$ cat config.mk
export PLATFORM = sky130hd
export DESIGN_NAME = bit_pix_frame_writer
export DESIGN_NICKNAME = d
export VERILOG_FILES = /design/src/rtl/bit_pix_frame_writer.sv
export SDC_FILE = /design/constraint.sdc
export NUM_CORES = 1
export LEC_CHECK = 0
export CAP_MARGIN = 0
export CELL_PAD_IN_SITES_DETAIL_PLACEMENT = 0
export CELL_PAD_IN_SITES_GLOBAL_PLACEMENT = 1
export CORE_ASPECT_RATIO = 2
export CORE_MARGIN = 5
export CORE_UTILIZATION = 46
export CTS_CLUSTER_SIZE = 8
export DETAILED_ROUTE_END_ITERATION = 6
export PLACE_DENSITY = 0.84
export SLEW_MARGIN = 20
export SYNTH_ARGS = -nofsm -noshare
export SYNTH_HDL_FRONTEND = slang
export SYNTH_SLANG_ARGS = --single-unit
export TNS_END_PERCENT = 20
$ cat constraint.sdc
create_clock -name clk_i -period 7.8 [get_ports clk_i]
set_input_delay 1.56 -clock clk_i [delete_from_list [all_inputs] [get_ports clk_i]]
set_output_delay 1.56 -clock clk_i [all_outputs]
set_load 0.005 [all_outputs]
$ cat src/rtl/bit_pix_frame_writer.sv
// -----------------------------------------------------------------------------
// bit_pix_frame_writer
//
// Purpose:
//   Feeds the bit-pixel BRAM write port of block_matching_system. A raster
//   stream of 1-bit pixels (ROW_W = 2*THIRD_WIDTH + CENTER_WIDTH pixels per
//   row, IMG_HEIGHT rows) is split into three vertical thirds (left, centre,
//   right). Pixels are packed WORD_W per word, first pixel in the LSB, and each
//   full word is written with its third index and an in-third word address that
//   includes the double-buffer offset. At every completed frame the buffer
//   index toggles and the image number increments.
//
// Handshake:
//   There is no backpressure. A pixel is accepted on every rising clock edge
//   where pix_valid_i is high; pix_sof_i and pix_eol_i are only meaningful
//   together with pix_valid_i. wr_write_o is a one-cycle strobe that asserts
//   in the cycle after the last pixel of a word is accepted; wr_address_o,
//   wr_third_o and wr_writedata_o are valid in that cycle and hold afterwards.
//
// Ports:
//   clk_i, reset_i       clock, synchronous active-high reset
//   pix_valid_i          pixel strobe
//   pix_data_i           binarized pixel
//   pix_sof_i            start of frame, marks pixel (0,0)
//   pix_eol_i            last pixel of a row (checked only with LINE_CHECK_EN)
//   wr_address_o         BRAM word address, buffer offset included
//   wr_third_o           0 = left, 1 = centre, 2 = right
//   wr_writedata_o       packed pixels
//   wr_write_o           one-cycle write strobe
//   buf_index_o          buffer currently being written
//   image_number_o       count of completed frames
//   frame_done_o         one-cycle pulse per completed frame
//   line_err_o           one-cycle pulse on row-length mismatch
//   dbg_state_o          FSM state (0 = IDLE, 1 = ACTIVE)
//
// Configuration:
//   LINE_CHECK_EN  when defined, a pix_eol_i that does not coincide with the
//                  last column (or is missing there) pulses line_err_o and
//                  aborts the frame. When undefined pix_eol_i is ignored and
//                  line_err_o stays 0.
// -----------------------------------------------------------------------------
module bit_pix_frame_writer #(
    parameter int THIRD_WIDTH  = 240,
    parameter int CENTER_WIDTH = 304,
    parameter int IMG_HEIGHT   = 480,
    parameter int WORD_W       = 16,
    parameter int IMG_NUM_W    = 32
) (
    input  logic                 clk_i,
    input  logic                 reset_i,
    input  logic                 pix_valid_i,
    input  logic                 pix_data_i,
    input  logic                 pix_sof_i,
    input  logic                 pix_eol_i,
    output logic [15:0]          wr_address_o,
    output logic [1:0]           wr_third_o,
    output logic [WORD_W-1:0]    wr_writedata_o,
    output logic                 wr_write_o,
    output logic                 buf_index_o,
    output logic [IMG_NUM_W-1:0] image_number_o,
    output logic                 frame_done_o,
    output logic                 line_err_o,
    output logic                 dbg_state_o
);

    localparam int ROW_W  = 2 * THIRD_WIDTH + CENTER_WIDTH;
    localparam int WPR_T  = THIRD_WIDTH / WORD_W;
    localparam int WPR_C  = CENTER_WIDTH / WORD_W;
    localparam int END_T  = WPR_T * IMG_HEIGHT;
    localparam int END_C  = WPR_C * IMG_HEIGHT;
    localparam int COL_W  = $clog2(ROW_W);
    localparam int ROWC_W = $clog2(IMG_HEIGHT);
    localparam int SH_W   = $clog2(WORD_W);

    typedef enum logic {
        S_IDLE   = 1'b0,
        S_ACTIVE = 1'b1
    } state_t;

    state_t                 state_q;
    logic [COL_W-1:0]       col_q;
    logic [ROWC_W-1:0]      row_q;
    logic [15:0]            rbase_t_q;   // row * WPR_T, kept incrementally
    logic [15:0]            rbase_c_q;   // row * WPR_C, kept incrementally
    logic [WORD_W-1:0]      shift_q;

    logic [15:0]            wr_address_q;
    logic [1:0]             wr_third_q;
    logic [WORD_W-1:0]      wr_writedata_q;
    logic                   wr_write_q;
    logic                   buf_q;
    logic [IMG_NUM_W-1:0]   image_number_q;
    logic                   frame_done_q;
    logic                   line_err_q;

    logic                   last_col;
    logic                   last_row;
    logic                   word_full;
    logic                   start_frame;
    logic                   line_bad;
    logic [SH_W-1:0]        pix_k;
    logic [1:0]             third_d;
    logic [COL_W-1:0]       third_start;
    logic [15:0]            rbase_sel;
    logic [15:0]            buf_off;
    logic [15:0]            wr_address_d;
    logic [WORD_W-1:0]      shift_d;

    // Thirds are multiples of WORD_W wide, so the column LSBs are the bit
    // position inside the current word.
    assign pix_k     = col_q[SH_W-1:0];
    assign word_full = &pix_k;
    assign last_col  = (col_q == COL_W'(ROW_W - 1));
    assign last_row  = (row_q == ROWC_W'(IMG_HEIGHT - 1));

    // A sof on the final pixel of a frame does not restart: that pixel
    // completes the frame and the next frame waits for a later sof.
    assign start_frame = pix_valid_i && pix_sof_i &&
                         ((state_q == S_IDLE) || !(last_col && last_row));

`ifdef LINE_CHECK_EN
    assign line_bad = (pix_eol_i != last_col);
`else
    assign line_bad = pix_eol_i & 1'b0;
`endif

    always_comb begin
        third_d     = 2'd0;
        third_start = '0;
        if (col_q >= COL_W'(THIRD_WIDTH + CENTER_WIDTH)) begin
            third_d     = 2'd2;
            third_start = COL_W'(THIRD_WIDTH + CENTER_WIDTH);
        end else if (col_q >= COL_W'(THIRD_WIDTH)) begin
            third_d     = 2'd1;
            third_start = COL_W'(THIRD_WIDTH);
        end

        rbase_sel = (third_d == 2'd1) ? rbase_c_q : rbase_t_q;
        buf_off   = 16'd0;
        if (buf_q) begin
            buf_off = (third_d == 2'd1) ? 16'(END_C) : 16'(END_T);
        end
        wr_address_d = buf_off + rbase_sel + 16'((col_q - third_start) >> SH_W);

        shift_d        = shift_q;
        shift_d[pix_k] = pix_data_i;
    end

    always_ff @(posedge clk_i) begin
        if (reset_i) begin
            state_q        <= S_IDLE;
            col_q          <= '0;
            row_q          <= '0;
            rbase_t_q      <= '0;
            rbase_c_q      <= '0;
            shift_q        <= '0;
            wr_address_q   <= '0;
            wr_third_q     <= '0;
            wr_writedata_q <= '0;
            wr_write_q     <= 1'b0;
            buf_q          <= 1'b0;
            image_number_q <= '0;
            frame_done_q   <= 1'b0;
            line_err_q     <= 1'b0;
        end else begin
            wr_write_q   <= 1'b0;
            frame_done_q <= 1'b0;
            line_err_q   <= 1'b0;

            // Buffer and image number advance one cycle after the final
            // write strobe, so the strobe itself still reports the old buffer.
            if (frame_done_q) begin
                buf_q          <= ~buf_q;
                image_number_q <= image_number_q + 1'b1;
            end

            if (start_frame) begin
                // Fresh frame or abort-and-restart: partial word is dropped
                // and this pixel becomes (0,0) in the same buffer.
                state_q   <= S_ACTIVE;
                shift_q   <= WORD_W'(pix_data_i);
                col_q     <= COL_W'(1);
                row_q     <= '0;
                rbase_t_q <= '0;
                rbase_c_q <= '0;
            end else if (pix_valid_i && (state_q == S_ACTIVE)) begin
                if (line_bad) begin
                    line_err_q <= 1'b1;
                    state_q    <= S_IDLE;
                    shift_q    <= '0;
                    col_q      <= '0;
                    row_q      <= '0;
                    rbase_t_q  <= '0;
                    rbase_c_q  <= '0;
                end else begin
                    shift_q <= word_full ? '0 : shift_d;
                    if (word_full) begin
                        wr_write_q     <= 1'b1;
                        wr_writedata_q <= shift_d;
                        wr_third_q     <= third_d;
                        wr_address_q   <= wr_address_d;
                    end
                    if (last_col) begin
                        col_q <= '0;
                        if (last_row) begin
                            state_q      <= S_IDLE;
                            frame_done_q <= 1'b1;
                            row_q        <= '0;
                            rbase_t_q    <= '0;
                            rbase_c_q    <= '0;
                        end else begin
                            row_q     <= row_q + 1'b1;
                            rbase_t_q <= rbase_t_q + 16'(WPR_T);
                            rbase_c_q <= rbase_c_q + 16'(WPR_C);
                        end
                    end else begin
                        col_q <= col_q + 1'b1;
                    end
                end
            end
        end
    end

    assign wr_address_o   = wr_address_q;
    assign wr_third_o     = wr_third_q;
    assign wr_writedata_o = wr_writedata_q;
    assign wr_write_o     = wr_write_q;
    assign buf_index_o    = buf_q;
    assign image_number_o = image_number_q;
    assign frame_done_o   = frame_done_q;
    assign line_err_o     = line_err_q;
    assign dbg_state_o    = (state_q == S_ACTIVE);

endmodule
Yosys cells after proc, flatten, opt, wreduce, memory -nomap -nowiden
Index checks and enable logic that the tools add are counted.
- register bits after elaboration: 137
- output and inout bits: 71
- add/sub/neg operators: 8
- equality and inequality tests: 3
- reduce and logical (&&, ||, !) cells: 17
- bitwise operators: 5
- magnitude comparators: 4
- mux-type cells: 25
- operators with widths (operator ; count):
    two-way mux 16 bit ; 4
    adder 32 x 1 -> 32 bit (second input constant) ; 1
    two-way mux 14 bit ; 2
    two-way mux 10 bit ; 2
    adder 16 x 12 -> 16 bit ; 1
    adder 16 bit ; 1
    adder 16 x 4 -> 16 bit (second input constant) ; 1
    adder 16 x 5 -> 16 bit (second input constant) ; 1
    bitwise mux 16 bit ; 1
    two-way mux 1 bit ; 12
    subtractor 10 x 10 -> 11 bit ; 1
    adder 10 x 1 -> 10 bit (second input constant) ; 1
    equality test 10 bit (second input constant) ; 1
    >= comparator 10 bit (second input constant) ; 1
    >= comparator 10 x 8 -> 1 bit (second input constant) ; 1
    adder 9 x 1 -> 9 bit (second input constant) ; 1
    equality test 9 bit (second input constant) ; 1
    two-way mux 9 bit ; 1
    two-way mux 8 bit ; 1
    AND reduction 6 bit ; 1
    nonzero test 2 bit ; 3
    logical AND 1 bit ; 5
    < comparator 4 x 5 -> 1 bit (second input constant) ; 1
    inverter 1 bit ; 5
    12 further kinds ; 12

Longest topological paths before layout
Gate-level depths: netlist (run 1).
- depth in word-level cells: 8
- gate-level depth with buffers: 23
- gate-level depth less buffers: 21

Worst setup path before layout (run 1)
OpenSTA, ideal clock, no wires.
- kind: flip-flop to flip-flop
- from: register col_q[5]
- to: register wr_address_q[14] (netlist: wr_address_o[14])
- stages on the path, launching flop included: 24
- clock period less this slack: 4.973 ns
- data required time: 7.740 ns
- path slack: 2.827 ns
- arrival: 4.912 ns
- setup time: 0.060 ns
- path through: dfxtp_1 or3_4 o21a_1 inv_1 nand2_1 clkinv_1 clkbuf_1 ha_1 fa_1 nor2b_1 o21ai_0 nand2b_1 or2_2 a21o_1 fa_1 inv_1 ha_1 clkbuf_1 a21o_1 a211o_1 a211oi_1 a211oi_1 nor4b_1 a311o_1
- longest elaborated chain between the ends: 8
- elaborated cells between the ends (all ways): 20
- classes of those cells: 3 x add/sub; 2 x order compare; 2 x eq/ne; 7 x mux; 1 x bitwise; 5 x reduce/logical
- ends and longest elaborated chain (element ; RTL line ; text):
    start: declaration ; 81 ; logic [COL_W-1:0] col_q;
    start signal: assignment ; 217 ; col_q <= col_q + 1'b1;
    >= comparator 10 x 8 -> 1 bit ; 133 ; end else if (col_q >= COL_W'(THIRD_WIDTH)) begin
    two-way mux 1 bit ; 133 ;
    two-way mux 2 bit (*) ; 130 ; if (col_q >= COL_W'(THIRD_WIDTH + CENTER_WIDTH)) begin
    named net third_d[0] ; 102 ; logic [1:0] third_d;
    equality test 2 x 1 -> 1 bit (*) ; 138, 141 ;
    two-way mux 14 bit ; 141 ; buf_off = (third_d == 2'd1) ? 16'(END_C) : 16'(END_T);
    two-way mux 14 bit ; 140 ; if (buf_q) begin
    adder 16 bit (*) ; 143 ; wr_address_d = buf_off + rbase_sel + 16'((col_q - third_start) >> SH_W);
    adder 16 x 12 -> 16 bit (*) ; 143 ;
    end signal: assignment ; 201 ; wr_address_q <= wr_address_d;
    end: declaration ; 87 ; logic [15:0] wr_address_q;
The timed path passes the listed nets; every way through them passes the cells marked *.
A chain may end at the register's enable or synchronous reset.

Worst setup path after layout (run 1)
- from: register col_q[7]
- to: register wr_address_q[14] (netlist: wr_address_o[14])
- longest elaborated chain between the ends: 8
- elaborated cells between the ends (all ways): 20
- classes of those cells: 3 x add/sub; 2 x order compare; 2 x eq/ne; 7 x mux; 1 x bitwise; 5 x reduce/logical
- ends and longest elaborated chain (element ; RTL line):
    >= comparator 10 x 8 -> 1 bit ; 133
    two-way mux 1 bit ; 133
    two-way mux 2 bit ; 130
    equality test 2 x 1 -> 1 bit ; 138, 141
    two-way mux 14 bit ; 141
    two-way mux 14 bit ; 140
    adder 16 bit ; 143
    adder 16 x 12 -> 16 bit ; 143
Parallel ways exist; a longest one is shown, timed or not.

==> results of run 1 <==
==> synth_stat cells (2+ instances only) <==
cell type,count,area share
a211oi_1,11,0.012
buf_1,3,0.0016
nor3b_1,3,0.0031
buf_6,2,0.0031
and4_1,4,0.0049
nor4_2,3,0.0052
or2_2,3,0.0026
dfxtp_1,137,0.38
a21o_1,6,0.0063
a31oi_1,3,0.0026
nor3_1,5,0.0035
nand3_1,27,0.019
o41ai_1,2,0.0024
xor2_1,43,0.053
a22oi_1,14,0.015
nor2b_1,6,0.0052
o211ai_1,5,0.0052
and2_1,2,0.0017
o21ai_0,18,0.013
xnor2_1,43,0.053
nand2_1,140,0.073
nor2_2,3,0.0026
mux2i_1,7,0.0098
nand2b_1,9,0.0079
nor4b_1,2,0.0024
nand3b_1,3,0.0031
inv_1,31,0.016
or3_1,7,0.0061
o21a_1,2,0.0021
a21oi_1,51,0.036
fa_1,8,0.022
o21bai_1,3,0.0031
mux2_2,14,0.022
nand4_1,16,0.014
a311o_1,2,0.0028
buf_2,11,0.0077
clkbuf_8,2,0.0038
and3_1,16,0.014
nor2_1,114,0.060
ha_1,35,0.061
clkbuf_1,21,0.011
nor4_1,3,0.0026
==> routing by layer <==
layer | wire (um) | global-route usage
met5 | 0 | 0
met4 | 256 | 0.07102
met3 | 501 | 0.03214
met2 | 9535 | 0.3613
met1 | 6444 | 0.1870
==> sequential cells by signal, summed over array words and instances (netlist names), 2 cells and up <==
| register | flops |
|---|---|
| rbase_t_q | 16 |
| shift_q | 16 |
| wr_address_o | 16 |
| row_q | 9 |
| wr_third_o | 2 |
| col_q | 10 |
| rbase_c_q | 16 |
| image_number_o | 32 |
| wr_writedata_o | 16 |
==> critical path, stage by stage, from the launching register on <==
cell	delay (ns)
dfxtp_1	0.36
and4_2	0.27
or3_1	0.37
nand2_1	0.10
buf_4	0.25
clkinv_1	0.12
buf_4	0.21
ha_1	0.23
fa_1	0.42
nor2b_1	0.12
o21ai_0	0.07
nand2b_1	0.10
or2_2	0.11
a21o_1	0.30
inv_1	0.13
fa_1	0.48
ha_1	0.37
a21oi_1	0.09
o21ai_0	0.25
a211oi_1	0.10
a211oi_1	0.32
nor4b_1	0.10
a311o_1	0.34
==> power by group through the flow <==
| stage | sequential, mW | combinational (mW) | clock (mW) |
|---|---|---|---|
| final | 0.702 | 0.0309 | 0.803 |
| after CTS | 0.702 | 0.0315 | 0.826 |
| after global routing | 0.702 | 0.0342 | 0.848 |
| after detailed placement | 0.718 | 0.0314 | 0 |
| after global placement | 0.718 | 0.0316 | 0 |
| after floorplan | 0.718 | 0.0222 | 0 |
==> cells by family (layout without fill, tap and decap cells) <==
group / count (synthesis) / in the layout / synth area share
compound gates: 123 / 123 / 0.1067
xor+xnor: 86 / 86 / 0.1052
fa+ha+maj: 43 / 43 / 0.08351
buf+inv: 72 / 145 / 0.04507
flops: 137 / 137 / 0.3829
mux: 21 / 21 / 0.03180
other cells: 1 / 1 / 0.0005236
simple gates: 374 / 374 / 0.2442
==> per-stage QoR <==
stage	cell area [um^2]	worst slack [ns]	hold slack, ns	utilization
detailed placement	7998	2.468	0.4242	0.5229
floorplan	7162	2.827	0.4093	-
CTS	8591	2.442	0.4323	0.5617
finish	8591	2.459	0.4363	0.5617
global placement	7998	2.517	0.4190	0.5229
global route	8591	2.033	0.4494	0.5617
==> how the worst max path moves through the flow <==
stage	from	end	slack (ns)	depth (start not counted)
final	col_q[7]	wr_address_o[14]	2.46	22
after global routing	col_q[6]	wr_address_o[15]	2.03	22
after CTS	col_q[7]	wr_address_o[15]	2.44	22
after detailed placement	col_q[6]	wr_address_o[14]	2.47	22
after global placement	col_q[7]	wr_address_o[15]	2.52	22
after floorplan	col_q[5]	wr_address_o[14]	2.83	23
==> layout make-up <==
type                       count  area (um^2)
multi-input combinational    648         4099
tap                          198        247.7
clock buffer                  18        429.2
fill                        1489         6704
timing repair buffer          81        788.3
clock inverter                14        163.9
inverter                      32        120.1
sequential                   137         2743
==> out/qor.txt, run 1 <==
TritonRoute pass-1 iters - 4
Worst Skew - 0.007912 ns
Final Max Slew Viols - 0
HP Class - reg2reg
Unique masters post-synth - 59
dpl cells - 1096
Tot Pwr - 1.536 mW
post-detail-place hpwl - 12370 um
Max clock buf depth - 2
sequential cell area fraction in the yosys report - 0.3829
Clock Power Share - 0.523
Synth Register Bits - 137
final hold vios - 0
startpoint types - flip-flop
Slew HR - 0.3854
worst hold stages - 2
cts hold-fix bufs - 0
Sequential Power Share - 0.457
first-iteration detailed-routing DRC count - 205
Final nets - 966
Worst R2R End - wr_address_o[14]
R2R Setup Slk - 2.46 ns
die area - 0.01832 mm^2
I/O pins - 77
hold_sp - shift_q[15]
synth warn - 0
Worst Max-Slew Pin Slew - 0.9214 ns
DRC - 0
clk root buf - clkbuf_16
Gate Count Post-Synth - 857
critical path class - reg2reg
most frequent cells in the layout - nand2_1 (140), dfxtp_1 (137), nor2_1 (114)
clk sink count - 137
global-route wire length before repair - 27680 um
sw power - 0.3495 mW
top achievable clock speed - 0.1872 GHz
logic gate share of total power - 0.020
status - complete, no violations
WP data required - 8.10 ns
synthesis-to-finish area growth - 19.95%
PortBufs - 74
dominant synthesized flop cell - dfxtp_1
Max-Cap Viols - 0
drt wl/cell - 14.84 um
ANT nets after route - 0
period utilization - 0.6847
Clk pin slew, worst setup/hold paths - 0.06 ns
fraction of layout cells with a size suffix above 1 - 0.07527
RSZ-0062 raised after global routing - false
Via-to-Cell Ratio - 5.267
PD cells - 178.8 mW/mm^2
Core ar. - 0.01529 mm^2
# diodes - 0
die width - 98.23 um
clock latency on the worst-skew pair - 0.42 ns
vias in the first global route - 5836
Crit Path Max Fanout - 19
GR Overflow Total - 0
Num CTS Buffers - 17
pin count of the biggest net entering global routing - 52
DIE HEIGHT - 186.5 um
Worst VDD drop - 134.0 uV
GR Util All Layers - 0.1840
Mapped Area - 0.007162 mm^2
Fin Setup TNS - 0 ns
Cell Count, Final, Fillers Out - 1128
Avg Cell Area, Syn - 8.357 um^2
asr flop ratio synth - 0
EDFF count, synth - 0
P_int - 1.187 mW
initial core utilization - 0.4683
Sw Share - 0.2275
syn nets - 906
LEAKAGE - 3.282 nW
most common cell after layout, fill and taps aside - nand2_1
Post-CTS Setup Inserts - 0
antenna violations before repair - 0
CP Capture Type - flip-flop
reg2reg start - col_q[7]
CTS tree - built
routed wire length - 16740 um
post-CTS resize count - 0
Crit path arrival time - 5.64 ns
final setup fails - 0
Worst R2R Path Depth - 22
gpl congestion - 0.8442
Tmin final - 5.341 ns
Endpoint, Worst Hold - shift_q[15]
FP Rows - 64
via count - 5941
H-tree depth - 4
(Power assumes the default switching activity.)
==> run 2: changes to the inputs <==
--- a/config.mk
+++ b/config.mk
@@ -10,10 +10,10 @@
 export CELL_PAD_IN_SITES_GLOBAL_PLACEMENT = 1
 export CORE_ASPECT_RATIO = 2
 export CORE_MARGIN = 5
-export CORE_UTILIZATION = 46
+export CORE_UTILIZATION = 43
 export CTS_CLUSTER_SIZE = 8
 export DETAILED_ROUTE_END_ITERATION = 6
-export PLACE_DENSITY = 0.84
+export PLACE_DENSITY = 0.79
 export SLEW_MARGIN = 20
 export SYNTH_ARGS = -nofsm -noshare
 export SYNTH_HDL_FRONTEND = slang
==> constraint.sdc (replaced) <==
create_clock -name clk_i -period 5.2 [get_ports clk_i]
set_input_delay 1.04 -clock clk_i [delete_from_list [all_inputs] [get_ports clk_i]]
set_output_delay 1.04 -clock clk_i [all_outputs]
set_load 0.005 [all_outputs]
==> run 2 against run 1 <==
Effect of this change:
- hold slack hardly changed
- setup slack worse by 2.1 ns
- core utilization is 3.4 points lower
- largest power group unchanged
- critical path type unchanged
- largest cell class unchanged
- sequential share of layout area is 0.11 points lower
- sequential cell count stayed put
- power is 50% higher
==> out/qor.txt, run 2 (synthesis gave the netlist of run 1 again) <==
I/O pins - 77 (unchanged)
Max clock buf depth - 2 (unchanged)
CP Capture Type - flip-flop
Clk pin slew, worst setup/hold paths - 0.06 ns (about the same)
# diodes - 0 (unchanged)
largest stage delay on the critical path - 0.52 ns (+0.04 ns)
via count - 5855 (-1.4%)
dpl cells - 1104 (+0.73%)
global-route wire length before repair - 27920 um (+0.87%)
critical path class - reg2reg
Final nets - 968 (+0.21%)
Slew HR - 0.3665 (-0.01889)
top achievable clock speed - 0.2051 GHz (+9.6%)
GR Overflow Total - 0 (unchanged)
antenna violations before repair - 0 (unchanged)
routed wire length - 17030 um (+1.8%)
clk root buf - clkbuf_16
Cell Count, Final, Fillers Out - 1136 (+0.71%)
most frequent cells in the layout - nand2_1 (140), dfxtp_1 (137), nor2_1 (114)
most common cell after layout, fill and taps aside - nand2_1
Via-to-Cell Ratio - 5.154 (-2.1%)
Final Max Slew Viols - 0 (unchanged)
final setup fails - 0 (unchanged)
worst path cell trace - and4_2, or3_1, nand2_1, clkinv_1, ha_1, fa_1, nor2b_1, o21ai_0, nand2b_1, or2_2, a21o_1, inv_1, ha_1, ha_1, o211ai_1, o211ai_1, nand2_1, o41ai_1, a2111o_1, nand3_1
first-iteration detailed-routing DRC count - 218 (+6.3%)
Worst Skew - 0.009032 ns (+0.001120 ns)
pin count of the biggest net entering global routing - 77 (+48%)
startpoint types - flip-flop
clock latency on the worst-skew pair - 0.42 ns (about the same)
status - complete, no violations
GR Util All Layers - 0.1806 (-0.003449)
Fin Hold WS - 0.4362 ns (-0.0001240 ns)
die area - 0.01949 mm^2 (+6.4%)
LEAKAGE - 3.298 nW (+0.48%)
CTS tree - built
final hold vios - 0 (unchanged)
Core ar. - 0.01635 mm^2 (+6.9%)
Fin Setup TNS - 0 ns (unchanged)
Worst VDD drop - 178.7 uV (+33%)
Top cell by count, worst path - ha_1
clk sink count - 137 (unchanged)
HP Class - reg2reg
PortBufs - 74 (unchanged)
slowest CP cell - o41ai_1
WP data required - 5.50 ns (-2.60 ns)
PD cells - 267.1 mW/mm^2 (+49%)
DIE HEIGHT - 192.5 um (+3.2%)
Worst Max-Slew Pin Slew - 0.9498 ns (+0.02831 ns)
period utilization - 0.9375 (+0.2528)
post-detail-place hpwl - 12700 um (+2.7%)
DP Worst Slack - 0.3178 ns (-2.150 ns)
Crit Path Max Fanout - 5 (-14)
TritonRoute pass-1 iters - 6 (+2)
FP Rows - 66 (+3.1%)
die width - 101.3 um (+3.1%)
DRC - 0 (unchanged)
RSZ-0062 raised after global routing - false
worst setup margin - 0.3250 ns (-2.134 ns)
max reg flops - 32 (unchanged)
ANT nets after route - 0 (unchanged)
worst hold stages - 2 (unchanged)
Max-Cap Viols - 0 (unchanged)
Num CTS Buffers - 17 (unchanged)
H-tree depth - 4 (unchanged)
vias in the first global route - 5820 (-0.27%)
synthesis-to-finish area growth - 20.37%
drt wl/cell - 14.99 um (+1.1%)
initial core utilization - 0.4380 (-0.03024)
fraction of layout cells with a size suffix above 1 - 0.07833 (+0.003057)
gpl congestion - 0.8239 (-2.4%)
Tmin final - 4.875 ns (-0.4656 ns)
Worst R2R Path Depth - 20 (-9.1%)
Crit path arrival time - 5.18 ns (-0.46 ns)
run 2: layout make-up:
cell class | instances | area (um^2)
clock buffers | 18 | 439.2
clock inverters | 14 | 146.4
fillers | 1578 | 7730
inverters | 32 | 120.1
multi-input cells | 648 | 4101
flip-flops and latches | 137 | 2743
well taps | 204 | 255.2
repair buffers | 83 | 815.8
run 2: stage by stage:
stage	cell area, um^2	total power [mW]	utilization
4_1_cts	8616	2.337	0.5269
2_1_floorplan	7162	1.110	-
3_3_place_gp	8030	1.125	0.4911
6_report	8621	2.303	0.5272
3_5_place_dp	8030	1.125	0.4911
5_1_grt	8621	2.381	0.5272
run 2: final timing paths:
| kind | to | start | slack [ns] |
|---|---|---|---|
| worst max-delay path | wr_address_o[15] | col_q[6] | 0.33 |
| worst min-delay path | shift_q[15] | shift_q[15] | 0.44 |
| worst min register to register | shift_q[15] | shift_q[15] | 0.44 |
| worst max register to register | wr_address_o[15] | col_q[6] | 0.33 |
run 2: metal layers:
metal | global-route usage | routed length [um] | vias up
li1 | - | - | 3015
met1 | 0.1842 | 6644 | 2735
met2 | 0.3542 | 9607 | 88
met3 | 0.02858 | 501 | 17
met4 | 0.06861 | 279 | 0
met5 | 0 | 0 | -
run 2: power breakdown:
part / internal, mW / switching (mW)
Combinational: 0.0116 / 0.0355
Clock: 0.720 / 0.482
Sequential: 1.05 / 0.00220
Total: 1.78 / 0.520
run 2: critical path, delay by kind of cell, from the launching register on:
kind	cells	cell delay (ns)
DFF	1	0.37
and+or+nand+nor	8	1.34
AOI/OAI and AO/OA	6	1.51
adders and majority gates	4	1.32
buffers and inverters	2	0.22
run 2: repair_timing:
item | 4_1_cts | 5_1_grt
hold buffers | 0 | 0
gates resized for setup | 0 | 1
setup endpoints to repair | 0 | 1
setup buffers | 0 | 0
==> run 3: changes to the inputs <==
--- a/config.mk
+++ b/config.mk
@@ -5,12 +5,13 @@
 export SDC_FILE = /design/constraint.sdc
 export NUM_CORES = 1
 export LEC_CHECK = 0
+export ABC_AREA = 1
 export CAP_MARGIN = 0
 export CELL_PAD_IN_SITES_DETAIL_PLACEMENT = 0
 export CELL_PAD_IN_SITES_GLOBAL_PLACEMENT = 1
 export CORE_ASPECT_RATIO = 2
 export CORE_MARGIN = 5
-export CORE_UTILIZATION = 43
+export CORE_UTILIZATION = 41
 export CTS_CLUSTER_SIZE = 8
 export DETAILED_ROUTE_END_ITERATION = 6
 export PLACE_DENSITY = 0.79
==> run 3 against run 2 <==
Effect of this change:
- critical path depth is 5 higher
- via count is 41% higher
- final cell count is 44% higher
- critical path type unchanged
- power is 0.77% lower
- die area is 21% higher
- core utilization is 4.3 points lower
==> out/qor.txt, run 3 <==
HP Class - reg2reg
sequential cell area fraction in the yosys report - 0.3280 (-0.05490)
crit path from - col_q[8]
syn nets - 1352 (+49%)
Core ar. - 0.02028 mm^2 (+24%)
synth cell count leaders - nand2_1 (343), nor2_1 (193), inv_1 (158)
top achievable clock speed - 0.2214 GHz (+7.9%)
startpoint types - flip-flop
synth warn - 0 (unchanged)
max reg flops - 32 (unchanged)
routed wire length - 24200 um (+42%)
drt wl/cell - 14.76 um (-1.6%)
Endpoint, Worst Hold - shift_q[15]
status - complete, no violations
Fin Setup TNS - 0 ns (unchanged)
WP data required - 5.52 ns (+0.02 ns)
post-CTS resize count - 0 (unchanged)
clock latency on the worst-skew pair - 0.43 ns (about the same)
die area - 0.02352 mm^2 (+21%)
Num CTS Buffers - 17 (unchanged)
Post-CTS Setup Inserts - 0 (unchanged)
initial core utilization - 0.4123 (-0.02570)
FP Rows - 74 (+12%)
DP Worst Slack - 0.5603 ns (+0.2424 ns)
vias in the first global route - 8070 (+39%)
Crit path arrival time - 4.84 ns (-0.34 ns)
Final Max Slew Viols - 0 (unchanged)
Worst R2R Path Depth - 25 (+25%)
reg2reg start - col_q[8]
clk sink count - 137 (unchanged)
global-route wire length before repair - 39810 um (+43%)
Final nets - 1410 (+46%)
Via-to-Cell Ratio - 5.024 (-2.5%)
final setup fails - 0 (unchanged)
die width - 111.0 um (+9.6%)
worst hold stages - 2 (unchanged)
met3 Resource Use GR - 0.03661 (+0.008032)
DIE HEIGHT - 212.0 um (+10%)
clk root buf - clkbuf_16
pin count of the biggest net entering global routing - 46 (-40%)
Worst VDD drop - 155.5 uV (-13%)
H-tree depth - 4 (unchanged)
Worst R2R End - wr_address_o[15]
GR Util All Layers - 0.2114 (+0.03082)
EDFF count, synth - 0 (unchanged)
synthesis-to-finish area growth - 17.54%
Avg Cell Area, Syn - 6.416 um^2 (-23%)
top-count cell post-synth - nand2_1
I/O pins - 77 (unchanged)
gpl congestion - 0.8867 (+7.6%)
GR Overflow Total - 0 (unchanged)
Crit Path Max Fanout - 9 (+4)
Final Cell Area - 0.009827 mm^2 (+14%)
RSZ-0062 raised after global routing - false
Fin Hold WS - 0.4494 ns (+0.01317 ns)
antenna violations before repair - 0 (unchanged)
asr flop ratio synth - 0 (unchanged)
final hold vios - 0 (unchanged)
fraction of layout cells with a size suffix above 1 - 0.04003 (-0.03830)
Yosys top cell by area - dfxtp_1
most frequent cells in the layout - nand2_1 (343), nor2_1 (193), inv_1 (158)
# diodes - 0 (unchanged)
cell area after placement - 0.009261 mm^2 (+15%)
busiest layer in global routing - met2
post-synth top area share - 0.3280 (-0.05490)
Max clock buf depth - 2 (unchanged)
Mapped Area - 0.008361 mm^2 (+17%)
worst setup margin - 0.6829 ns (+0.3579 ns)
Worst Max-Slew Pin Slew - 0.9226 ns (-0.02716 ns)
first-iteration detailed-routing DRC count - 387 (+78%)
met1 Usage GRT - 0.2037 (+0.01944)
critical path class - reg2reg
hold_sp - shift_q[15]
LEAKAGE - 3.974 nW (+20%)
TritonRoute pass-1 iters - 5 (-1)
CP Capture Type - flip-flop
Tmin final - 4.517 ns (-0.3579 ns)
dominant synthesized flop cell - dfxtp_1
Max-Cap Viols - 0 (unchanged)
ANT nets after route - 0 (unchanged)
PortBufs - 74 (unchanged)
PD cells - 232.5 mW/mm^2 (-13%)
Worst Skew - 0.01068 ns (+0.001651 ns)
Slew HR - 0.3828 (+0.01629)
via count - 8240 (+41%)
most common cell after layout, fill and taps aside - nand2_1
DRC - 0 (unchanged)
met2 Track Usage GR - 0.4203 (+0.06611)
largest cells by area after synthesis - dfxtp_1 (33%), nand2_1 (15%), nor2_1 (8.7%), inv_1 (7.1%), nand3_1 (5.9%)
R2R Setup Slk - 0.68 ns (+0.36 ns)
cts hold-fix bufs - 0 (unchanged)
Synth Register Bits - 137 (unchanged)
Clk pin slew, worst setup/hold paths - 0.06 ns (about the same)
period utilization - 0.8687 (-0.06882)
CTS tree - built
Gate Count Post-Synth - 1303 (+52%)
Unique masters post-synth - 37 (-37%)
post-detail-place hpwl - 18840 um (+48%)
-- run 3: how the worst max path moves through the flow --
stage	end	cells after the start
floorplan	wr_address_o[15]	25
global placement	wr_address_o[15]	25
detailed placement	wr_address_o[15]	25
CTS	wr_address_o[15]	25
global route	wr_address_o[15]	25
finish	wr_address_o[15]	25
-- run 3: report_power, final --
part	switching, mW	internal [mW]	total [mW]
clock network	0.501	0.671	1.17
logic	0.0454	0.0141	0.0594
registers	0.00224	1.05	1.05
total	0.548	1.74	2.29
-- run 3: logic make-up after synthesis --
kind of cell	after synthesis	share of synthesized area
DFF	137	0.3280
other	1	0.0004485
AOI/OAI and AO/OA	160	0.1015
xor gates and xnor gates	24	0.02514
buffers and inverters	206	0.1006
and+or+nand+nor	732	0.3728
adders and majority gates	43	0.07154
-- run 3: stage by stage --
step,cells,total power [mW],util
after floorplan,1303,1.122,-
after global placement,1608,1.138,0.4567
after detailed placement,1608,1.138,0.4567
after CTS,1640,2.322,0.4845
after global routing,1640,2.365,0.4846
final,1640,2.285,0.4846
-- run 3: area by class of cell --
class / count / area [um^2]
fill: 2124 / 10450
multi-input combinational: 960 / 4777
sequential: 137 / 2743
timing repair buffer: 81 / 793.3
inverter: 164 / 619.3
clock buffer: 18 / 439.2
tap: 266 / 332.8
clock inverter: 14 / 122.6
-- run 3: per-layer routing --
| layer | share of wire | routed length [um] |
|---|---|---|
| met1 | 0.37 | 8881 |
| met2 | 0.56 | 13480 |
| met3 | 0.031 | 760 |
| met4 | 0.044 | 1074 |
| met5 | 0 | 0 |
-- run 3: worst max-delay path, cell delays in order, from the launching register on --
cell and delay (ns):
dfxtp_1 0.50, nor2_1 0.07, nand2_1 0.10, nand2_1 0.11
nand2_1 0.24, clkinvlp_4 0.27, ha_1 0.27, fa_1 0.40
o21ai_0 0.24, nor2_1 0.06, inv_1 0.07, a21oi_1 0.14
inv_1 0.24, fa_1 0.45, inv_1 0.07, ha_1 0.28
nand2_1 0.15, inv_1 0.05, nand2_1 0.06, nand2_1 0.06
a21oi_1 0.21, nand2_1 0.07, nand2_1 0.06, nand2_1 0.06
nor2_1 0.10, nor2_1 0.05
